**src/rtl/ram_arb_pkg.sv**
```systemverilog
// Shared types and constants for the two-port RAM arbiter.
// Tie policy is selected by RAM_ARB_RR_EN (see ram_arb_pick).
package ram_arb_pkg;

    localparam logic [1:0] ST_IDLE = 2'd0;
    localparam logic [1:0] ST_OWN0 = 2'd1;
    localparam logic [1:0] ST_OWN1 = 2'd2;

    localparam logic P0 = 1'b0;
    localparam logic P1 = 1'b1;

    typedef enum logic [1:0] {
        IDLE = ST_IDLE,
        OWN0 = ST_OWN0,
        OWN1 = ST_OWN1
    } state_t;

    // Hold counter width; never zero, even when MAX_HOLD is 1.
    function automatic int hold_width(input int max_hold);
        return (max_hold > 1) ? $clog2(max_hold) : 1;
    endfunction

endpackage

```
**src/rtl/ram_arb_pick.sv**
```systemverilog
// Combinational grant selection: lock retention, bounded hold, tie rule.
// RAM_ARB_RR_EN defined: round-robin ties; undefined: port 0 wins ties.
module ram_arb_pick
    import ram_arb_pkg::*;
#(
    parameter int MAX_HOLD = 4,
    parameter int HW       = hold_width(MAX_HOLD)
) (
    input  state_t        state,
    input  logic          req0,
    input  logic          req1,
    input  logic          lock0,
    input  logic          lock1,
    input  logic [HW-1:0] hold_cnt,
    input  logic          last_owner,
    output logic          gnt0,
    output logic          gnt1
);

    localparam logic [HW-1:0] HOLD_LIM = HW'(MAX_HOLD - 1);

    logic keep0;
    logic keep1;
    logic tie_to0;

    assign keep0 = (state == OWN0) && req0 && lock0;
    assign keep1 = (state == OWN1) && req1 && lock1;

`ifdef RAM_ARB_RR_EN
    assign tie_to0 = (last_owner == P1);
`else
    logic unused_last_owner;
    assign unused_last_owner = last_owner;
    assign tie_to0           = 1'b1;
`endif

    always_comb begin
        gnt0 = 1'b0;
        gnt1 = 1'b0;
        // An exhausted lock hands exactly one access to the waiting port.
        if (keep0) begin
            if (!req1 || (hold_cnt < HOLD_LIM)) gnt0 = 1'b1;
            else                                gnt1 = 1'b1;
        end else if (keep1) begin
            if (!req0 || (hold_cnt < HOLD_LIM)) gnt1 = 1'b1;
            else                                gnt0 = 1'b1;
        end else if (req0 && req1) begin
            gnt0 = tie_to0;
            gnt1 = !tie_to0;
        end else begin
            gnt0 = req0;
            gnt1 = req1;
        end
    end

endmodule

```
**src/rtl/ram_arbiter.sv**
```systemverilog
// Two-port arbiter in front of a single-port RAM: one access per cycle,
// registered read return, bounded bus lock. Tie policy: RAM_ARB_RR_EN.
module ram_arbiter
    import ram_arb_pkg::*;
#(
    parameter int D        = 8,
    parameter int A        = 8,
    parameter int MAX_HOLD = 4
) (
    input  logic         clk,
    input  logic         rst,

    input  logic         req0,
    input  logic         we0,
    input  logic         lock0,
    input  logic [A-1:0] addr0,
    input  logic [D-1:0] wdata0,
    output logic         ack0,
    output logic [D-1:0] rdata0,
    output logic         rvalid0,

    input  logic         req1,
    input  logic         we1,
    input  logic         lock1,
    input  logic [A-1:0] addr1,
    input  logic [D-1:0] wdata1,
    output logic         ack1,
    output logic [D-1:0] rdata1,
    output logic         rvalid1,

    output logic         ram_enable,
    output logic [A-1:0] ram_addr,
    output logic [D-1:0] ram_data_in,
    input  logic [D-1:0] ram_data_out
);

    localparam int              HW       = hold_width(MAX_HOLD);
    localparam logic [HW-1:0]   HOLD_LIM = HW'(MAX_HOLD - 1);

    state_t        state;
    state_t        state_nxt;
    logic          last_owner;
    logic [HW-1:0] hold_cnt;
    logic [HW-1:0] hold_nxt;
    logic          gnt0;
    logic          gnt1;

    ram_arb_pick #(
        .MAX_HOLD (MAX_HOLD),
        .HW       (HW)
    ) u_pick (
        .state      (state),
        .req0       (req0),
        .req1       (req1),
        .lock0      (lock0),
        .lock1      (lock1),
        .hold_cnt   (hold_cnt),
        .last_owner (last_owner),
        .gnt0       (gnt0),
        .gnt1       (gnt1)
    );

    // Reset gates grants combinationally so nothing reaches the RAM.
    assign ack0 = gnt0 & ~rst;
    assign ack1 = gnt1 & ~rst;

    always_comb begin
        ram_enable  = 1'b0;
        ram_addr    = '0;
        ram_data_in = '0;
        if (ack0) begin
            ram_enable  = we0;
            ram_addr    = addr0;
            ram_data_in = wdata0;
        end else if (ack1) begin
            ram_enable  = we1;
            ram_addr    = addr1;
            ram_data_in = wdata1;
        end
    end

    always_comb begin
        state_nxt = IDLE;
        hold_nxt  = '0;
        if (ack0) begin
            state_nxt = OWN0;
            if (state == OWN0 && lock0)
                hold_nxt = (hold_cnt == HOLD_LIM) ? hold_cnt : hold_cnt + 1'b1;
        end else if (ack1) begin
            state_nxt = OWN1;
            if (state == OWN1 && lock1)
                hold_nxt = (hold_cnt == HOLD_LIM) ? hold_cnt : hold_cnt + 1'b1;
        end
    end

    always_ff @(posedge clk or posedge rst) begin
        if (rst) begin
            state      <= IDLE;
            last_owner <= P1;
            hold_cnt   <= '0;
        end else begin
            state    <= state_nxt;
            hold_cnt <= hold_nxt;
            if (ack0)      last_owner <= P0;
            else if (ack1) last_owner <= P1;
        end
    end

    // Read return: capture at the grant edge, valid for the following cycle.
    always_ff @(posedge clk or posedge rst) begin
        if (rst) begin
            rvalid0 <= 1'b0;
            rvalid1 <= 1'b0;
            rdata0  <= '0;
            rdata1  <= '0;
        end else begin
            rvalid0 <= ack0 & ~we0;
            rvalid1 <= ack1 & ~we1;
            if (ack0 && !we0) rdata0 <= ram_data_out;
            if (ack1 && !we1) rdata1 <= ram_data_out;
        end
    end

endmodule

```
**config.mk**
```make
export PLATFORM = sky130hd
export DESIGN_NAME = ram_arbiter
export DESIGN_NICKNAME = d
export VERILOG_FILES = /design/src/rtl/ram_arb_pkg.sv /design/src/rtl/ram_arb_pick.sv /design/src/rtl/ram_arbiter.sv
export SDC_FILE = /design/constraint.sdc
export NUM_CORES = 1
export LEC_CHECK = 0
export CORE_UTILIZATION = 34
export DETAILED_ROUTE_END_ITERATION = 10
export PLACE_DENSITY = 0.8
export SYNTH_ARGS = -nofsm -noshare
export SYNTH_HDL_FRONTEND = slang
export SYNTH_HIERARCHICAL = 1
export SYNTH_SLANG_ARGS = --single-unit
```
**constraint.sdc**
```tcl
create_clock -name clk -period 2.4 [get_ports clk]
set_clock_uncertainty 0.05 [all_clocks]
set_input_delay 0.36 -clock clk [delete_from_list [all_inputs] [get_ports clk]]
set_output_delay 0.36 -clock clk [all_outputs]
set_load 0.02 [all_outputs]
```
### Word-level counts from Yosys, hierarchy flattened

Cells that the tools add are included.

| word-level totals | value |
|---|---|
| bits in registers | 22 |
| input bits | 48 |
| output and inout bits | 37 |
| logic and storage cells | 56 |

| operators by class | value |
|---|---|
| add/subtract/negate cells | 1 |
| order comparisons | 1 |
| equal/unequal tests | 3 |
| multiplexer cells | 23 |
| bitwise operators | 7 |
| reductions and logical operators | 15 |

Operator list:

| cell | count |
|---|---|
| two-way mux 8 bit | 4 |
| two-way mux 2 bit | 7 |
| two-way mux 1 bit | 12 |
| logical AND 1 bit | 9 |
| bitwise AND 1 bit | 4 |
| == test 2 bit (second input constant) | 2 |
| logical NOT 1 bit | 4 |
| inverter 1 bit | 3 |
| adder 2 x 1 -> 2 bit (second input constant) | 1 |
| == test 2 x 1 -> 1 bit (second input constant) | 1 |
| logical OR 1 bit | 2 |
| less-than comparator 2 bit (second input constant) | 1 |

### Longest topological paths before layout

Gate-level depths: netlist of the first run.

| depth | value |
|---|---|
| depth after elaboration | 8 |
| gate-level depth with buffers | 7 |
| mapped depth without buffers | 6 |

### Cells and area by module

Netlist of the first run, hierarchy kept.

Modules (own cells, without submodules):

| module | instances | cells each | area each (um^2) | seq. area each (um^2) |
|---|---|---|---|---|
| ram_arbiter | 1 | 76 | 1108.6 | 576.8 |
| ram_arb_pick | 1 | 9 | 60.1 | 0.0 |

### Worst setup path after synthesis of the first run

No wires, ideal clock.

| timing path | value |
|---|---|
| path type | register to output |
| start | register hold_cnt[1] |
| end | output port ram_addr[0] |
| data arrival time | 1.935 ns |
| required time | 1.990 ns |
| path slack | 0.055 ns |
| cell stages (with the launch flop) | 8 |
| buffers on the path | 2 |
| path through | dfrtp_1 > nand2_1 > or4b_4 > and3_1 > nor2b_1 > buf_2 > buf_4 > a22o_1 |

| between the ends | value |
|---|---|
| elaborated cells on any way between the ends | 15 |
| those cells by class | 1 x order compare; 10 x mux; 2 x bitwise; 2 x reduce/logical |

RTL lines:

| what | RTL line | text |
|---|---|---|
| start: declaration | ram_arbiter.sv:43 | `logic [HW-1:0] hold_cnt;` |
| start signal: assignment | ram_arbiter.sv:103 | `hold_cnt <= hold_nxt;` |
| less-than comparator 2 bit (*) | ram_arb_pick.sv:42, ram_arb_pick.sv:45 |  |
| logical OR 1 bit | ram_arb_pick.sv:45 | `if (!req0 \|\| (hold_cnt < HOLD_LIM)) gnt1 = 1'b1;` |
| two-way mux 1 bit | ram_arb_pick.sv:45 |  |
| two-way mux 1 bit | ram_arb_pick.sv:44 | `end else if (keep1) begin` |
| two-way mux 1 bit (*) | ram_arb_pick.sv:41 | `if (keep0) begin` |
| net gnt0 | ram_arbiter.sv:45 | `logic gnt0;` |
| bitwise AND 1 bit (*) | ram_arbiter.sv:64 | `assign ack0 = gnt0 & ~rst;` |
| net ack0 | ram_arbiter.sv:18 | `output logic ack0,` |
| two-way mux 8 bit (*) | ram_arbiter.sv:71 | `if (ack0) begin` |
| end: declaration | ram_arbiter.sv:32 | `output logic [A-1:0] ram_addr,` |

The timed path passes the listed nets; every way through them passes the cells marked *.

### Final worst setup path of the first run

| timing path | value |
|---|---|
| start | register state[1] |
| end | output port ram_data_in[5] |

| between the ends | value |
|---|---|
| elaborated cells on any way between the ends | 14 |
| those cells by class | 2 x eq/ne; 6 x mux; 2 x bitwise; 4 x reduce/logical |

RTL lines:

| what | RTL line | text |
|---|---|---|
| start: declaration | ram_arbiter.sv:40 | `state_t state;` |
| start signal: assignment | ram_arbiter.sv:102 | `state <= state_nxt;` |
| == test 2 bit | ram_arb_pick.sv:27 | `assign keep1 = (state == OWN1) && req1 && lock1;` |
| logical AND 1 bit (2 in a row) | ram_arb_pick.sv:27 |  |
| two-way mux 1 bit | ram_arb_pick.sv:44 |  |
| two-way mux 1 bit (*) | ram_arb_pick.sv:41 |  |
| net gnt0 | ram_arbiter.sv:45 |  |
| bitwise AND 1 bit (*) | ram_arbiter.sv:64 |  |
| two-way mux 8 bit (*) | ram_arbiter.sv:71 |  |
| end: declaration | ram_arbiter.sv:33 | `output logic [D-1:0] ram_data_in,` |

Marks and branches as above.

==> qor.csv, run 1 <==
metric,value,unit
Post-Syn Nets,130,
hold_sp,rdata1[4]$_DFFE_PP0P_,
crit path capture type,primary output,
max-cap viol count,0,
clk buf depth,2,
status,finished with violations,
Worst R2R Setup Slack,0.12,ns
final hold vios,0,
placement row count,20,
HPWL Detailed,2.50,mm
GP Congestion,0.793,
sequential share of power,0.376,
sw power,0.330,mW
"Cell Count, Final, Fillers Out",229,
gr usage total,0.213,
H-tree Lvls,1,
"CTS clk-pin slew, worst paths",0.12,ns
area grow syn2layout,98.2,%
share of cells above drive strength 1,0.362,
ANT cells,0,
routed vias/inst,4.83,
Final period util,1.09,
Final ANT Viol Nets,0,
first-pass GRT wire length,5.63,mm
crit path launch type,flip-flop,
synthesized cell area,1130,um2
CORE AREA,3100,um2
WP data required,1.99,ns
worst rel slew slack,0.811,
Die ar.,3570,um2
Initial Util,0.366,
Die X-Extent,59.8,um
CP arrival,2.21,ns
yosys warns,6,
final slew viol count,0,
Die H,59.8,um
Leakage,1.01,nW
endpoints failing setup,18,
vias in the first global route,1217,
CP Max Fanout,6,
via count of the routed design,1107,
Crit Path Category,reg -> out,
CTS Hold Bufs,0,
Post-Syn Instances,82,
Worst Max-Slew Pin Slew,0.280,ns
Clock power frac,0.222,
failing checks,negative setup slack,
TritonCTS Buffers,3,
pwr/cell area,546,nW/um2
setup ws final,-0.220,ns
cell-internal power,0.898,mW
clock latency on the worst-skew pair,0.30,ns
WL final,3.44,mm
IO Pins,85,
global route total overflow,0,
RSZ-0062 raised after global routing,true,
Sw Share,0.269,
Final min period,2.62,ns
largest net degree at the start of global routing,23,
initial DRC count,26,
Residual DRC,0,
CTS tree,built,
port bufs,84,
HP Class,reg -> reg,
Avg WL per Cell,15.0,um
nets@finish,234,
1st-pass router iterations,4,
Placement Setup Slack,-0.826,ns
R2R cell count,9,
FMAX,382,MHz
worst r2r src,state[1]$_DFF_PP0_,
Reg-to-Reg End,rdata0[5]$_DFFE_PP0P_,
Min-Delay Endpoint,rdata1[4]$_DFFE_PP0P_,
placed cells,217,
VDD IR-drop max,233,uV
hold path depth,1,
clk sinks,22,
initial antenna violation count,0,
power share of the combinational group,0.402,
CTS Root Cell,clkbuf_4,
Mapped Avg Cell Area,13.8,um2
## metal layers
| layer | GRT usage | routed length, um |
|---|---|---|
| met1 | 0.266 | 1450 |
| met2 | 0.363 | 1680 |
| met3 | 0.0541 | 262 |
| met4 | 0.0565 | 38 |
| met5 | 0 | 0 |
## cell type report
| cell class | instances | area, um2 |
|---|---|---|
| timing repair buffer | 104 | 1030 |
| clock buffer | 3 | 22.5 |
| tap | 44 | 55.1 |
| inverter | 2 | 7.51 |
| sequential | 22 | 551 |
| clock inverter | 1 | 30.0 |
| multi-input combinational | 53 | 558 |
| fill | 243 | 853 |
## critical path, stage by stage, from the launching register on
cell and delay, ns:
dfrtp_1 0.42, or4b_4 0.55, and3_4 0.20, nor3b_4 0.27, buf_6 0.17, a22o_1 0.16
buf_6 0.13
## placed cells by master (no fill, tap or decap), types with 2 or more instances in the layout
cell,instances
a22o_1,16
buf_4,17
buf_6,19
clkbuf_4,3
clkdlybuf4s50_1,63
dfrtp_1,22
dlygate4sd2_1,2
inv_1,2
mux2_4,16
nand2_2,2
nand3_1,2
nor2_1,2
nor2b_1,2
## registers in the layout, summed over array words and instances (netlist names)
name / count
hold_cnt: 2
rdata0: 8
state: 2
rvalid0: 1
rvalid1: 1
rdata1: 8
## what timing repair did
action                     in CTS  in global routing
gates resized for setup       118                  2
setup buffers                   4                  2
setup endpoints to repair      28                 27
cloned                          2                  0
pin swaps                       7                  4
## through the flow
stage	utilization	setup TNS [ns]	cell area [um2]	power, mW	hold slack, ns
after global placement	0.670	-21.29	2080	0.940	0.442
after CTS	0.715	-3.10	2220	1.23	0.473
final	0.725	-3.41	2250	1.23	0.468
after floorplan	-	0	1130	0.688	0.299
after global routing	0.725	-5.31	2250	1.29	0.488
after detailed placement	0.670	-22.90	2080	0.947	0.441
## worst max-delay path by stage
stage | endpoint | from | depth (start not counted)
after detailed placement | ram_data_in[5] | lock0 | 8
final | ram_data_in[5] | state[1]$_DFF_PP0_ | 6
after global placement | ram_data_in[4] | req1 | 8
after CTS | ram_data_in[5] | state[1]$_DFF_PP0_ | 6
after floorplan | ram_addr[0] | hold_cnt[1]$_DFF_PP0_ | 7
after global routing | ram_data_in[5] | hold_cnt[1]$_DFF_PP0_ | 7
## power by group through the flow
stage,registers [mW],clock network (mW),logic [mW]
global route,0.470,0.299,0.521
CTS,0.463,0.276,0.492
detailed placement,0.470,0,0.477
finish,0.462,0.273,0.494
floorplan,0.539,0,0.149
global placement,0.467,0,0.474
No activity file was read; power rests on OpenSTA's default activity.
==> run 2: changes to the inputs <==
--- a/config.mk
+++ b/config.mk
@@ -5,9 +5,9 @@
 export SDC_FILE = /design/constraint.sdc
 export NUM_CORES = 1
 export LEC_CHECK = 0
-export CORE_UTILIZATION = 34
+export CORE_UTILIZATION = 37
 export DETAILED_ROUTE_END_ITERATION = 10
-export PLACE_DENSITY = 0.8
+export PLACE_DENSITY = 0.86
 export SYNTH_ARGS = -nofsm -noshare
 export SYNTH_HDL_FRONTEND = slang
 export SYNTH_HIERARCHICAL = 1
==> constraint.sdc (replaced) <==
create_clock -name clk -period 3.1 [get_ports clk]
set_clock_uncertainty 0.05 [all_clocks]
set_input_delay 0.465 -clock clk [delete_from_list [all_inputs] [get_ports clk]]
set_output_delay 0.465 -clock clk [all_outputs]
set_load 0.02 [all_outputs]
==> qor.csv, run 2 (synthesis results as in run 1) <==
metric,value,unit,change
CP arrival,2.51,ns,was 2.21 ns
largest net degree at the start of global routing,23,,unchanged
Initial Util,0.401,,was 0.366
Sequential cell area,551,um2,unchanged
clk buf depth,2,,unchanged
endpoints failing setup,0,,was 18
Multi-input gate area,542,um2,was 558 um2
CTS Root Cell,clkbuf_4,,unchanged
area grow syn2layout,74.6,%,was 98.2%
Avg WL per Cell,15.9,um,was 15.0 um
CP max stage delay,0.49,ns,was 0.55 ns
Tot Pwr,0.837,mW,was 1.23 mW
Worst Max-Slew Pin Slew,0.799,ns,was 0.280 ns
clock latency on the worst-skew pair,0.30,ns,about the same
pwr/cell area,422,nW/um2,was 546 nW/um2
port bufs,84,,unchanged
TritonCTS Buffers,3,,unchanged
Die ar.,3290,um2,was 3570 um2
initial antenna violation count,0,,unchanged
clk sinks,22,,unchanged
postcts setup bufs,0,,was 4
HP Class,reg -> reg,,unchanged
Post-Layout Inst Area,1980,um2,was 2250 um2
final hold vios,0,,unchanged
Worst path top cell family by delay,buffers and inverters,,was simple AND/OR/NAND/NOR gates
Crit Path Category,in -> out,,was reg -> out
H-tree Lvls,1,,unchanged
placement row count,19,,was 20
VDD IR-drop max,191,uV,was 233 uV
Die X-Extent,57.4,um,was 59.8 um
"CTS clk-pin slew, worst paths",0.10,ns,was 0.12 ns
global route total overflow,0,,unchanged
final slew viol count,0,,unchanged
failing checks,design-rule violations,,was negative setup slack
Final period util,0.975,,
WP data required,2.58,ns,was 1.99 ns
HPWL Detailed,2.53,mm,was 2.50 mm
placed cell areas,2020,um2,was 2080 um2
hold_sp,hold_cnt[0]$_DFF_PP0_,,was rdata1[4]$_DFFE_PP0P_
Residual DRC,10,,was 0
IO Pins,85,,unchanged
CP Cell Sequence,"clkdlybuf4s50_1, nand2_2, or4b_4, and3_4, nor2b_1, buf_6, a22o_1, clkdlybuf4s15_2",,"was or4b_4, and3_4, nor3b_4, buf_6, a22o_1, buf_6"
crit path capture type,primary output,,unchanged
max-cap viol count,0,,unchanged
vias in the first global route,1125,,was 1217
Leakage,0.912,nW,was 1.01 nW
CTS Hold Bufs,0,,unchanged
Setup crit start,lock0,,was state[1]$_DFF_PP0_
RSZ-0062 raised after global routing,false,,was true
gr usage total,0.218,,was 0.213
Die H,57.4,um,was 59.8 um
FMAX,331,MHz,
1st-pass router iterations,9,,was 4
initial DRC count,46,,was 26
routed vias/inst,5.23,,was 4.83
crit path launch type,input port,,was flip-flop
share of cells above drive strength 1,0.278,,was 0.362
Final Core Density,0.701,,was 0.725
Fillers,237,,was 243
ANT cells,0,,unchanged
status,finished with violations,,unchanged
WL final,3.18,mm,was 3.44 mm
via count of the routed design,1045,,was 1107
nets@finish,219,,was 234
"commonest non-fill, non-tap cell in the layout",clkdlybuf4s50_1,,unchanged
buffer and inverter count on the worst path,3,,was 2
Final ANT Viol Nets,0,,unchanged
GP Congestion,0.754,,was 0.793
top flop regs,"rdata0: 8 flops, rdata1: 8 flops",,unchanged
Slowest cell on crit path,clkdlybuf4s50_1,,was or4b_4
worst r2r src,state[1]$_DFF_PP0_,,unchanged
CP Max Fanout,20,,was 6
worst rel slew slack,0.466,,was 0.811
CORE AREA,2830,um2,was 3100 um2
most frequent cells in the layout,"65 x clkdlybuf4s50_1, 22 x dfrtp_1, 17 x a22o_1",,"was 63 x clkdlybuf4s50_1, 22 x dfrtp_1, 19 x buf_6"
Final min period,3.02,ns,
first-pass GRT wire length,5.31,mm,was 5.63 mm
CTS tree,built,,unchanged
[run 2: cell count changes in the layout (fill, tap and decap cells not counted), sizes merged]
cell,before,now
buf,37,7
clkbuf,4,17
bufinv,1,0
clkdlybuf4s50,63,65
dlygate4sd2,2,0
dlymetal6s2s,0,2
[run 2: power breakdown]
part           switching (mW)  leakage [nW]  internal (mW)
Combinational           0.145         0.626          0.212
Clock                  0.0762        0.0138         0.0454
Sequential             0.0261         0.272          0.332
[run 2: area by class of cell]
type                       count  area share
timing repair buffer          89       0.414
multi-input combinational     53       0.273
sequential                    22       0.278
clock buffer                   3      0.0114
inverter                       2     0.00379
tap                           31      0.0196
[run 2: worst reg2reg max path: stages (launching register included)]
cell	delay, ns
dfrtp_1	0.43
and4b_1	0.20
nand2_1	0.07
and3_4	0.20
nor2b_1	0.16
buf_6	0.20
nor2b_2	0.58
mux2_4	0.36
[run 2: final timing paths]
path / end / slack (ns) / cells past startpoint
setup / recovery: ram_data_in[0] / 0.08 / 8
hold / removal: hold_cnt[0]$_DFF_PP0_ / 0.44 / 1
setup reg to reg: rdata0[1]$_DFFE_PP0P_ / 0.74 / 7
hold reg to reg: hold_cnt[0]$_DFF_PP0_ / 0.44 / 1
max in group asynchronous: rdata0[6]$_DFFE_PP0P_ / 1.75 / 2
min in group asynchronous: rdata1[1]$_DFFE_PP0P_ / 0.76 / 2
[run 2: stage by stage]
step	instances	setup slack, ns	hold WS [ns]	TNS, ns
floorplan	82	0.614	0.395	0
global placement	197	-0.278	0.408	-6.34
detailed placement	197	-0.310	0.417	-7.28
CTS	200	0.0188	0.441	0
global route	200	0.00811	0.463	0
finish	200	0.0782	0.439	0
[run 2: metal layers]
layer	track usage	part of all wire	wire length, um
met1	0.268	0.41	1300
met2	0.364	0.48	1520
met3	0.0635	0.096	304
met4	0.0801	0.017	54
met5	0	0	0
[run 2: timing repair]
| action | CTS | global route |
|---|---|---|
| endpoints found under the setup margin | 18 | 25 |
| endpoints found under the hold margin | 0 | 0 |
| resized for setup | 38 | 20 |
| pin swaps | 0 | 0 |
==> run 3: changes to the inputs <==
--- a/config.mk
+++ b/config.mk
@@ -5,6 +5,7 @@
 export SDC_FILE = /design/constraint.sdc
 export NUM_CORES = 1
 export LEC_CHECK = 0
+export CAP_MARGIN = 25
 export CORE_UTILIZATION = 37
 export DETAILED_ROUTE_END_ITERATION = 10
 export PLACE_DENSITY = 0.86
==> qor.csv, run 3 (synthesis results as in run 1) <==
metric,value,unit,change
Die ar.,3290,um2,unchanged
Crit Path Category,in -> out,,unchanged
port bufs,84,,unchanged
Worst Max-Slew Pin Slew,0.791,ns,was 0.799 ns
placed cell areas,2030,um2,was 2020 um2
failing checks,design-rule violations,,unchanged
FMAX,328,MHz,was 331 MHz
status,finished with violations,,unchanged
clk sinks,22,,unchanged
Worst Hold Slack,0.432,ns,was 0.439 ns
Slowest cell on crit path,clkdlybuf4s50_1,,unchanged
clk buf depth,2,,unchanged
Final period util,0.984,,was 0.975
CP Max Fanout,20,,unchanged
crit path capture type,primary output,,unchanged
"commonest non-fill, non-tap cell in the layout",clkdlybuf4s50_1,,unchanged
routed vias/inst,5.22,,was 5.23
Initial Util,0.401,,unchanged
most frequent cells in the layout,"65 x clkdlybuf4s50_1, 22 x dfrtp_1, 17 x a22o_1",,unchanged
nets@finish,220,,was 219
final slew viol count,0,,unchanged
initial DRC count,41,,was 46
H-tree Lvls,1,,unchanged
Final ANT Viol Nets,0,,unchanged
IO Pins,85,,unchanged
endpoints failing setup,0,,unchanged
top flop regs,"rdata0: 8 flops, rdata1: 8 flops",,unchanged
clock latency on the worst-skew pair,0.30,ns,about the same
initial antenna violation count,0,,unchanged
WP data required,2.58,ns,about the same
CTS Root Cell,clkbuf_4,,unchanged
CP Cell Sequence,"clkdlybuf4s50_1, nand2_2, or4b_4, and3_4, nor2b_1, buf_6, a22o_1, clkdlybuf4s15_2",,unchanged
VDD IR-drop max,165,uV,was 191 uV
WL final,3.18,mm,about the same
largest net degree at the start of global routing,23,,unchanged
crit path launch type,input port,,unchanged
pwr/cell area,418,nW/um2,was 422 nW/um2
Leakage,0.904,nW,was 0.912 nW
CORE AREA,2830,um2,unchanged
CTS Hold Bufs,0,,unchanged
PostCTS Resize Cnt,41,,was 38
Tot Pwr,0.837,mW,about the same
HPWL Detailed,2.56,mm,was 2.53 mm
vias in the first global route,1126,,was 1125
ANT cells,0,,unchanged
CP arrival,2.53,ns,was 2.51 ns
CP max stage delay,0.50,ns,was 0.49 ns
GP Congestion,0.754,,unchanged
Post-Layout Inst Area,2000,um2,was 1980 um2
postcts setup bufs,0,,unchanged
CTS tree,built,,unchanged
max-cap viol count,0,,unchanged
Die X-Extent,57.4,um,unchanged
HP Class,reg -> reg,,unchanged
global route total overflow,0,,unchanged
1st-pass router iterations,7,,was 9
Die H,57.4,um,unchanged
worst rel slew slack,0.472,,was 0.466
first-pass GRT wire length,5.32,mm,was 5.31 mm
Residual DRC,5,,was 10
share of cells above drive strength 1,0.276,,was 0.278
gr usage total,0.221,,was 0.218
area grow syn2layout,76.4,%,was 74.6%
"CTS clk-pin slew, worst paths",0.11,ns,was 0.10 ns
placement row count,19,,unchanged
Avg WL per Cell,15.8,um,was 15.9 um
Final min period,3.05,ns,was 3.02 ns
TritonCTS Buffers,3,,unchanged
final hold vios,0,,unchanged
via count of the routed design,1049,,was 1045
## run 3: cell count changes in the layout (fill, tap and decap cells not counted), sizes merged
| cell | previous run | this run |
|---|---|---|
| clkbuf | 17 | 15 |
| dlygate4sd2 | 0 | 1 |
| dlymetal6s2s | 2 | 1 |
| clkdlybuf4s15 | 1 | 4 |
## run 3: layout make-up
class	instances	area, um2
Tap cell	31	38.8
Sequential cell	22	551
Fill cell	229	827
Clock buffer	3	22.5
Timing Repair Buffer	90	843
Inverter	2	7.51
Multi-Input combinational cell	53	539
## run 3: worst paths after layout
kind                       slack [ns]  cells after the start                     to                  start
max                              0.05                      8            ram_addr[3]                  lock0
min                              0.43                      1  hold_cnt[0]$_DFF_PP0_  hold_cnt[0]$_DFF_PP0_
max reg2reg                      0.67                      8  rdata0[5]$_DFFE_PP0P_  hold_cnt[1]$_DFF_PP0_
min reg2reg                      0.43                      1  hold_cnt[0]$_DFF_PP0_  hold_cnt[0]$_DFF_PP0_
max in group asynchronous        1.73                      2  rdata1[0]$_DFFE_PP0P_                    rst
min in group asynchronous        0.77                      2     state[1]$_DFF_PP0_                    rst
## run 3: routing by layer
metal  part of all wire  GRT usage  vias up
met3              0.093     0.0680        5
met1               0.38      0.256      487
li1                   -          -      488
met4              0.018     0.0941        0
met2               0.51      0.375       69
met5                  0          0        -
## run 3: per-stage QoR
step	setup TNS (ns)	instances	setup WS, ns	util
detailed placement	-4.81	198	-0.308	0.717
global route	-0.0101	201	-0.00487	0.708
floorplan	0	82	0.614	-
CTS	0	201	0.000874	0.728
global placement	-6.34	197	-0.278	0.715
finish	0	201	0.0504	0.708
## run 3: report_power, final
part	switching, mW	total, mW	internal [mW]
Combinational	0.145	0.358	0.213
Sequential	0.0257	0.358	0.332
Clock	0.0757	0.121	0.0454
## run 3: critical path: cells and delay by family
kind,cells,cell delay [ns]
buffers and inverters,3,0.93
AND/OR/NAND/NOR,4,0.89
AO/OA/AOI/OAI,1,0.25
